`config.mk`:
```
export PLATFORM = sky130hd
export DESIGN_NAME = fetch_stage_flat
export DESIGN_NICKNAME = d
export VERILOG_FILES = /design/src/rtl/fetch_stage_pkg.sv /design/src/rtl/fetch_stage_if.sv /design/src/rtl/fetch_stage.sv /design/src/flat_wrapper.sv
export SDC_FILE = /design/constraint.sdc
export NUM_CORES = 1
export LEC_CHECK = 0
export BUFFER_PORTS_ARGS = -buffer_cell sky130_fd_sc_hd__buf_2
export CORE_ASPECT_RATIO = 1.1
export CORE_UTILIZATION = 48
export DETAILED_ROUTE_END_ITERATION = 10
export PLACE_DENSITY = 0.72
export SETUP_SLACK_MARGIN = 0.1
export SLEW_MARGIN = 20
export SYNTH_ARGS = -nofsm -noshare
export SYNTH_HDL_FRONTEND = slang
export SYNTH_SLANG_ARGS = --single-unit
export TNS_END_PERCENT = 30
```
`constraint.sdc`:
```
create_clock -name clk -period 2.4 [get_ports clk]
set_input_delay 0.48 -clock clk [delete_from_list [all_inputs] [get_ports clk]]
set_output_delay 0.48 -clock clk [all_outputs]
set_load 0.1 [all_outputs]
```
`src/rtl/fetch_stage_pkg.sv`:
```
// Shared types for the fetch-to-decode path: packet layout, opcodes, fetch FSM states.
package fetch_stage_pkg;

    localparam int unsigned FETCH_PC_W   = 64;
    localparam int unsigned FETCH_INSN_W = 32;
    localparam int unsigned FETCH_MASK_W = 8;
    localparam int unsigned OPCODE_W     = 8;
    localparam int unsigned INSN_BYTES   = 4;

    typedef enum logic [OPCODE_W-1:0] {
        INSN_OPCODE_NOP  = 8'h00,
        INSN_OPCODE_JMP  = 8'h01,
        INSN_OPCODE_ADD  = 8'h03,
        INSN_OPCODE_HALT = 8'hFF
    } opcode_t;

    typedef struct packed {
        logic [FETCH_MASK_W-1:0] exec_mask;
        logic [FETCH_PC_W-1:0]   pc;
        logic [FETCH_INSN_W-1:0] insn;
    } fetch_to_decode_bus_packet_t;

    typedef enum logic [1:0] {
        REQ,
        WAIT_RSP,
        SEND,
        HALTED
    } fetch_state_t;

endpackage

```
`src/rtl/fetch_stage_if.sv`:
```
// Fetch-side bundle: instruction-memory read port, decode packet port, execute redirect.
interface fetch_stage_if #(
    parameter int unsigned PC_W   = 64,
    parameter int unsigned INSN_W = 32,
    parameter int unsigned MASK_W = 8
);
    logic              mem_req_valid;
    logic              mem_req_ready;
    logic [PC_W-1:0]   mem_req_addr;
    logic              mem_rsp_valid;
    logic [INSN_W-1:0] mem_rsp_data;

    logic              dec_valid;
    logic              dec_ready;
    logic [PC_W-1:0]   dec_pc;
    logic [INSN_W-1:0] dec_insn;
    logic [MASK_W-1:0] dec_exec_mask;

    logic              redir_valid;
    logic [PC_W-1:0]   redir_pc;
    logic [MASK_W-1:0] redir_mask;

    modport master (
        output mem_req_valid, mem_req_addr,
        input  mem_req_ready, mem_rsp_valid, mem_rsp_data,
        output dec_valid, dec_pc, dec_insn, dec_exec_mask,
        input  dec_ready,
        input  redir_valid, redir_pc, redir_mask
    );

    modport slave (
        input  mem_req_valid, mem_req_addr,
        output mem_req_ready, mem_rsp_valid, mem_rsp_data,
        input  dec_valid, dec_pc, dec_insn, dec_exec_mask,
        output dec_ready,
        output redir_valid, redir_pc, redir_mask
    );
endinterface

```
`src/rtl/fetch_stage.sv`:
```
// Fetch stage: walks the PC with one outstanding memory read and hands
// {exec_mask, pc, insn} packets to decode; redirects win over everything.
module fetch_stage
    import fetch_stage_pkg::*;
#(
    parameter int unsigned    CORE_ID  = 0,
    parameter int unsigned    PC_W     = FETCH_PC_W,
    parameter int unsigned    INSN_W   = FETCH_INSN_W,
    parameter int unsigned    MASK_W   = FETCH_MASK_W,
    parameter logic [PC_W-1:0] RESET_PC = '0
) (
    input  logic          clk,
    input  logic          rst_n,
    fetch_stage_if.master bus,
    output logic          halted,
    output logic [31:0]   fetch_count
);

    if (PC_W < 3 || INSN_W < OPCODE_W || MASK_W == 0) begin : g_bad_cfg
        $error("fetch_stage core %0d: unsupported width configuration", CORE_ID);
    end

    fetch_state_t      state_q, state_d;
    logic [PC_W-1:0]   pc_q, inflight_pc_q;
    logic [MASK_W-1:0] mask_q;
    logic              squash_q;
    logic [PC_W-1:0]   dec_pc_q;
    logic [INSN_W-1:0] dec_insn_q;
    logic [MASK_W-1:0] dec_mask_q;
    logic              halted_q;
    logic [31:0]       fetch_count_q;

    logic req_valid, pkt_valid;
    logic req_fire, rsp_take, xfer, enter_halt, squash_set, squash_clr;
    logic is_halt;

    assign is_halt = (dec_insn_q[OPCODE_W-1:0] == OPCODE_W'(INSN_OPCODE_HALT));

    // Next-state and handshake strobes; redirect is checked first in every state.
    always_comb begin
        state_d    = state_q;
        req_valid  = 1'b0;
        pkt_valid  = 1'b0;
        req_fire   = 1'b0;
        rsp_take   = 1'b0;
        xfer       = 1'b0;
        enter_halt = 1'b0;
        squash_set = 1'b0;
        squash_clr = 1'b0;
        unique case (state_q)
            REQ: begin
                req_valid = rst_n && !bus.redir_valid;
                if (req_valid && bus.mem_req_ready) begin
                    req_fire = 1'b1;
                    state_d  = WAIT_RSP;
                end
            end
            WAIT_RSP: begin
                if (bus.mem_rsp_valid) begin
                    squash_clr = 1'b1;
                    if (bus.redir_valid || squash_q) begin
                        state_d = REQ;
                    end else begin
                        rsp_take = 1'b1;
                        state_d  = SEND;
                    end
                end else if (bus.redir_valid) begin
                    squash_set = 1'b1;
                end
            end
            SEND: begin
                pkt_valid = !bus.redir_valid;
                if (bus.redir_valid) begin
                    state_d = REQ;
                end else if (bus.dec_ready) begin
                    xfer       = 1'b1;
                    enter_halt = is_halt;
                    state_d    = is_halt ? HALTED : REQ;
                end
            end
            HALTED: begin
                if (bus.redir_valid) state_d = REQ;
            end
            default: state_d = REQ;
        endcase
    end

    always_ff @(posedge clk or negedge rst_n) begin
        if (!rst_n) state_q <= REQ;
        else        state_q <= state_d;
    end

    // PC/mask tracking, squash flag, packet register and counters.
    always_ff @(posedge clk or negedge rst_n) begin
        if (!rst_n) begin
            pc_q          <= RESET_PC;
            inflight_pc_q <= '0;
            mask_q        <= '1;
            squash_q      <= 1'b0;
            dec_pc_q      <= '0;
            dec_insn_q    <= '0;
            dec_mask_q    <= '0;
            halted_q      <= 1'b0;
            fetch_count_q <= '0;
        end else begin
            if (squash_set)      squash_q <= 1'b1;
            else if (squash_clr) squash_q <= 1'b0;

            if (req_fire) inflight_pc_q <= pc_q;

            if (bus.redir_valid) begin
                pc_q   <= bus.redir_pc;
                mask_q <= bus.redir_mask;
            end else if (rsp_take) begin
                pc_q <= inflight_pc_q + PC_W'(INSN_BYTES);
            end

            if (rsp_take) begin
                dec_pc_q   <= inflight_pc_q;
                dec_insn_q <= bus.mem_rsp_data;
                dec_mask_q <= mask_q;
            end

            if (xfer) fetch_count_q <= fetch_count_q + 32'd1;

            if (bus.redir_valid) halted_q <= 1'b0;
            else if (enter_halt) halted_q <= 1'b1;
        end
    end

    assign bus.mem_req_valid = req_valid;
    assign bus.mem_req_addr  = pc_q;
    assign bus.dec_valid     = pkt_valid;
    assign bus.dec_pc        = dec_pc_q;
    assign bus.dec_insn      = dec_insn_q;
    assign bus.dec_exec_mask = dec_mask_q;
    assign halted            = halted_q;
    assign fetch_count       = fetch_count_q;

endmodule

```
`src/flat_wrapper.sv`:
```
// flat-port wrapper written by rule: the top's interface ports become plain ports
module fetch_stage_flat import fetch_stage_pkg::*;
#(
    parameter int unsigned    CORE_ID  = 0,
    parameter int unsigned    PC_W     = FETCH_PC_W,
    parameter int unsigned    INSN_W   = FETCH_INSN_W,
    parameter int unsigned    MASK_W   = FETCH_MASK_W,
    parameter logic [PC_W-1:0] RESET_PC = '0
)
  (clk, rst_n, halted, fetch_count, bus_mem_req_valid, bus_mem_req_addr, bus_mem_req_ready, bus_mem_rsp_valid, bus_mem_rsp_data, bus_dec_valid, bus_dec_pc, bus_dec_insn, bus_dec_exec_mask, bus_dec_ready, bus_redir_valid, bus_redir_pc, bus_redir_mask);
  fetch_stage_if #(.PC_W(PC_W), .INSN_W(INSN_W), .MASK_W(MASK_W)) bus_i ();
  input  logic clk;
  input  logic rst_n;
  output logic halted;
  output logic [31:0] fetch_count;
  output wire logic [$bits(bus_i.mem_req_valid)-1:0] bus_mem_req_valid;
  output wire logic [$bits(bus_i.mem_req_addr)-1:0] bus_mem_req_addr;
  input wire logic [$bits(bus_i.mem_req_ready)-1:0] bus_mem_req_ready;
  input wire logic [$bits(bus_i.mem_rsp_valid)-1:0] bus_mem_rsp_valid;
  input wire logic [$bits(bus_i.mem_rsp_data)-1:0] bus_mem_rsp_data;
  output wire logic [$bits(bus_i.dec_valid)-1:0] bus_dec_valid;
  output wire logic [$bits(bus_i.dec_pc)-1:0] bus_dec_pc;
  output wire logic [$bits(bus_i.dec_insn)-1:0] bus_dec_insn;
  output wire logic [$bits(bus_i.dec_exec_mask)-1:0] bus_dec_exec_mask;
  input wire logic [$bits(bus_i.dec_ready)-1:0] bus_dec_ready;
  input wire logic [$bits(bus_i.redir_valid)-1:0] bus_redir_valid;
  input wire logic [$bits(bus_i.redir_pc)-1:0] bus_redir_pc;
  input wire logic [$bits(bus_i.redir_mask)-1:0] bus_redir_mask;
  assign bus_mem_req_valid = bus_i.mem_req_valid;
  assign bus_mem_req_addr = bus_i.mem_req_addr;
  assign bus_i.mem_req_ready = bus_mem_req_ready;
  assign bus_i.mem_rsp_valid = bus_mem_rsp_valid;
  assign bus_i.mem_rsp_data = bus_mem_rsp_data;
  assign bus_dec_valid = bus_i.dec_valid;
  assign bus_dec_pc = bus_i.dec_pc;
  assign bus_dec_insn = bus_i.dec_insn;
  assign bus_dec_exec_mask = bus_i.dec_exec_mask;
  assign bus_i.dec_ready = bus_dec_ready;
  assign bus_i.redir_valid = bus_redir_valid;
  assign bus_i.redir_pc = bus_redir_pc;
  assign bus_i.redir_mask = bus_redir_mask;
  fetch_stage #(.CORE_ID(CORE_ID), .PC_W(PC_W), .INSN_W(INSN_W), .MASK_W(MASK_W), .RESET_PC(RESET_PC)) u_core (.clk(clk), .rst_n(rst_n), .bus(bus_i), .halted(halted), .fetch_count(fetch_count));
endmodule
```
; Word-level counts from Yosys, hierarchy flattened
; Cells that the tools add are included.
[totals]
regBits = 276
[classes]
n_addsub = 2
eq_ne = 8
mux = 32
n_reduce_logical = 9
[ops]
columns = operator, n
row1 = $mux 64, 2
row2 = $add 64x3->64 const B, 1
row3 = $add 32x1->32 const B, 1
row4 = $mux 1, 22
row5 = $mux 2, 7
row6 = $eq 8x8->1 const B, 1
row7 = $pmux 2 s4, 1
row8 = $reduce_bool 2->1, 3
row9 = $eq 2x2->1 const B, 2
row10 = $ne 2x2->1 const B, 2
row11 = $reduce_and 4->1, 1
row12 = $ne 3x3->1 const B, 1
row13 = $eq 2x1->1 const B, 1
row14 = $logic_and 1x1->1, 2
row15 = $logic_not 2->1, 1
row16 = $ne 2x1->1 const B, 1
row17 = $logic_not 1->1, 1
row18 = $logic_or 1x1->1, 1

; Logic depth before layout (Yosys ltp)
[depth]
word_depth = 6
ltp_mapped = 9
depth_no_buf = 6

; Worst setup path after synthesis
; No wires, ideal clock.
[synth_timing]
kind = in2reg
start = input port bus_redir_valid
end = register u_core.inflight_pc_q[10]
setup_ps = 126
arrival_ps = 5353
path_slack_ps = -3079
path_stages = 5
n_path_buf = 2
path_cell_list = buf_2 nor4b_1 nand2_1 clkbuf_1 mux2_2
[synth_between]
elab_chain_len = 5
[synth_rtl]
columns = element, line
row1 = start: declaration, flat_wrapper.sv:26  ; input wire logic [$bits(bus_i.redir_valid)-1:0] bus_redir_valid;
row2 = $logic_not 1->1, fetch_stage.sv:52  ; req_valid = rst_n && !bus.redir_valid;
row3 = $logic_and 1x1->1, fetch_stage.sv:52
row4 = $logic_and 1x1->1, fetch_stage.sv:53  ; if (req_valid && bus.mem_req_ready) begin
row5 = $mux 1, fetch_stage.sv:53
row6 = $mux 1, fetch_stage.sv:50  ; unique case (state_q)
row7 = end signal: assignment, fetch_stage.sv:109  ; if (req_fire) inflight_pc_q <= pc_q;
row8 = end: declaration, fetch_stage.sv:24  ; logic [PC_W-1:0] pc_q, inflight_pc_q;
; Every way passes these cells.
; A chain may end at the register's enable or synchronous reset.

; Final worst setup path
[layout_timing]
start = register u_core.state_q[0]
end = output port bus_mem_req_valid
[layout_between]
elab_chain_len = 2
[layout_rtl]
columns = element, line
row1 = start: declaration, fetch_stage.sv:23  ; fetch_state_t state_q, state_d;
row2 = start signal: assignment, fetch_stage.sv:90  ; else state_q <= state_d;
row3 = $logic_not 2->1, fetch_stage.sv:50
row4 = $mux 1, fetch_stage.sv:50
row5 = end: declaration, flat_wrapper.sv:16  ; output wire logic [$bits(bus_i.mem_req_valid)-1:0] bus_mem_req_valid;
; Every way passes these cells.

==> impl_metrics.yaml <==
place:
  dp_hpwl_mm: 23.0
  placed_cells: 1804
  port_buffers: 312
  globalplace.congestion: 0.841
  placed_area_mm2: 0.0144
timing:
  clock_skew_ps: 9.73
  fin_crit_sh_pct: 93.2
  relSlewSlack_pct: 45.4
  worst_pin_slew_ps: 819
  rsz0062_at_grt: "yes"
  timing.fmax_mhz: 447
  hold_viol: 0
  layout_min_cycle_time_ps: 2240
  finalSetupViolCount: 0
  slew_viol_final: 0
  whs_ps: 52.9
critical_path:
  worst_setup_path_start_kind: "flop"
  cpMaxStageDelayCell: "nor4b_4"
  path_delay_family: "simple AND/OR/NAND/NOR gates"
  crit_path_end_kind: "output pin"
  cp_cell_sequence: "nor4b_4 > buf_12"
  slowest_delay_ps: 510
  path_buf_inv: 1
  cp.required_ps: 1920
  critPathMaxFanout: 6
  path_class: "flop to output pin"
  worstPathArrival_ps: 1760
drt:
  ant_nets: 0
  wirelength_mm: 33.2
  via_per_inst: 5.48
  vias: 10200
  dr.pass1.iters: 5
  first_iter_violations: 636
  drc_errors: 0
  wl_per_cell_um: 17.9
global_route:
  grt_pass1_vias: 10100
  grt-ovfl-total: 0
  grt_max_degree: 143
  grt_use_met3_pct: 4.93
  grt_pass1_wl_mm: 53.3
  use_met1_pct: 34.0
  track_usage_pct: 25.7
  use_met2_pct: 43.3
  top_usage_layer: "met2"
  antenna_found_initial: 2
yosys:
  postSynth.asyncResetShare_pct: 100
  ys_seq_area_share_pct: 56.7
  yosysTopAreaCell: "dfrtp_1"
  synthMostInstantiatedCell: "nand2_1"
  synth_seq_cells: 276
  yosysWarnings: 0
  ys.flop_type: "dfrtp_1"
  syn-cell-area_mm2: 0.0122
  synth_edf_count: 0
  syn_inst: 1201
  synth_cell_types: 49
  syn_avg_cell_area_um2: 10.2
  synth_nets: 1313
  synthTopCellsByArea: "dfrtp_1 55%, nand2_1 12%, mux2_2 6.7%"
  yosys-top-cells-count: "388 x nand2_1, 268 x dfrtp_1, 73 x mux2_2, 66 x xnor2_1, 51 x clkbuf_1"
  yosysTopAreaCellShare_pct: 55.0
clocking:
  clk_path_buf_depth: 3
  clkTransAtPathRegs_ps: 60
  clkLatencyLatePin_ps: 540
  cts_made_buffers: 28
  cts_hold_buf: 0
  cts_setup_buffers: 0
  cts_sinks: 276
  htreeDepth: 1
  cts_tree: "built"
  cts-root-buf: "clkbuf_16"
cells_and_area:
  fin_area_mm2: 0.0154
  syn_to_final_growth_pct: 26.3
  drive_gt1_share_pct: 33.2
  nets: 1636
  fillerInstances: 2092
  finalNonFillerCells: 1856
  final_util_pct: 62.4
status:
  status: "finished clean"
die:
  die_area_mm2: 0.0261
  die_h_um: 169
  core_mm2: 0.0247
  dieWidth_um: 154
  boundaryPins: 313
  start_util_pct: 49.4
  rows: 60
worst_hold_path:
  hp-class: "input port to async pin"
job:
  drv_cap: 0
## final cells by class
type | count | area, µm² | share of cell area, %
Clock buffer | 40 | 857 | 5.56
Antenna cell | 1 | 2.50 | 0.0162
Multi-Input combinational cell | 854 | 5040 | 32.7
Inverter | 7 | 26.3 | 0.171
Tap cell | 310 | 388 | 2.52
Timing Repair Buffer | 357 | 2010 | 13.1
Sequential cell | 276 | 6920 | 44.9
Clock inverter | 11 | 160 | 1.04
## cells in the final DEF (no fill, tap or decap), types with 3 or more instances in the layout
cell type / netlist / final
clkbuf_16: 0 / 29
buf_12: 0 / 8
and3_1: 14 / 13
mux2_2: 73 / 72
or2_2: 3 / 3
clkinv_2: 0 / 5
dfrtp_1: 268 / 267
o221ai_1: 18 / 18
and4_1: 14 / 13
nor4_1: 5 / 4
nand2_1: 388 / 387
buf_2: 3 / 309
o21ai_0: 48 / 48
buf_4: 0 / 39
xnor2_1: 66 / 66
and2_1: 3 / 3
clkbuf_8: 4 / 9
a22oi_1: 33 / 33
xor2_1: 22 / 22
a21oi_1: 15 / 15
nand3_1: 34 / 34
nor3_1: 19 / 19
dfstp_2: 8 / 8
nor3b_1: 12 / 11
nor2_1: 31 / 30
bufinv_16: 0 / 4
nand4_1: 26 / 26
inv_1: 7 / 7
## worst reg2reg max path, delay by kind of cell (launching register included)
kind            cells  cell delay (ps)
compound gates      1               90
xor+xnor            1              140
flops               1              360
simple gates        4             1490
## final timing paths
| check | startpoint | end | slack (ps) | cells past startpoint |
|---|---|---|---|---|
| max | u_core.state_q[0] | bus_mem_req_valid | 160 | 2 |
| min | rst_n | u_core.bus.mem_req_addr[2] | 50 | 2 |
| max reg2reg | u_core.inflight_pc_q[41] | u_core.bus.mem_req_addr[61] | 190 | 6 |
| min reg2reg | u_core.bus.dec_insn[23] | u_core.bus.dec_insn[23] | 470 | 2 |
| max in group asynchronous | rst_n | u_core.bus.dec_pc[43] | 1710 | 2 |
| min in group clk | bus_mem_rsp_data[15] | u_core.bus.dec_insn[15] | 130 | 3 |
## metal layers
| layer | routed length (µm) | vias to the layer above | share of wire (%) |
|---|---|---|---|
| met5 | 13 | - | 0.039 |
| met4 | 688 | 2 | 2.1 |
| met3 | 2510 | 51 | 7.6 |
| met2 | 15900 | 405 | 48 |
| met1 | 14000 | 4970 | 42 |
| li1 | - | 4737 | - |
## what timing repair did
action                                 CTS  global route
gates resized for setup                  1             6
endpoints found under the hold margin    0             0
setup endpoints to repair                1            13
## metrics by stage
step | setup TNS (ps) | setup WS [ps]
floorplan | -19230 | -315
global route | 0 | 78.0
finish | 0 | 163
CTS | 0 | 112
global placement | 0 | 102
detailed placement | 0 | 56.0
## cell families after synthesis
group / synth area share, %
buffers and inverters: 2.68
AO/OA/AOI/OAI: 6.48
XOR/XNOR: 6.32
adder cells (fa/ha/maj): 0.205
multiplexers: 6.74
AND/OR/NAND/NOR: 20.9
flip-flops: 56.7
## state kept, by name, indices dropped and copies added, names as in the netlist, 2 cells and up
register and flops:
u_core.inflight_pc_q 64, u_core.bus.mem_req_addr 64, u_core.state_q 2, u_core.mask_q 8, u_core.bus.dec_exec_mask 8, u_core.bus.dec_pc 64
u_core.bus.dec_insn 32, u_core.fetch_count 32
Power is not shown: default switching activity piles up to over one toggle a cycle in this logic, so the estimate is an artifact.
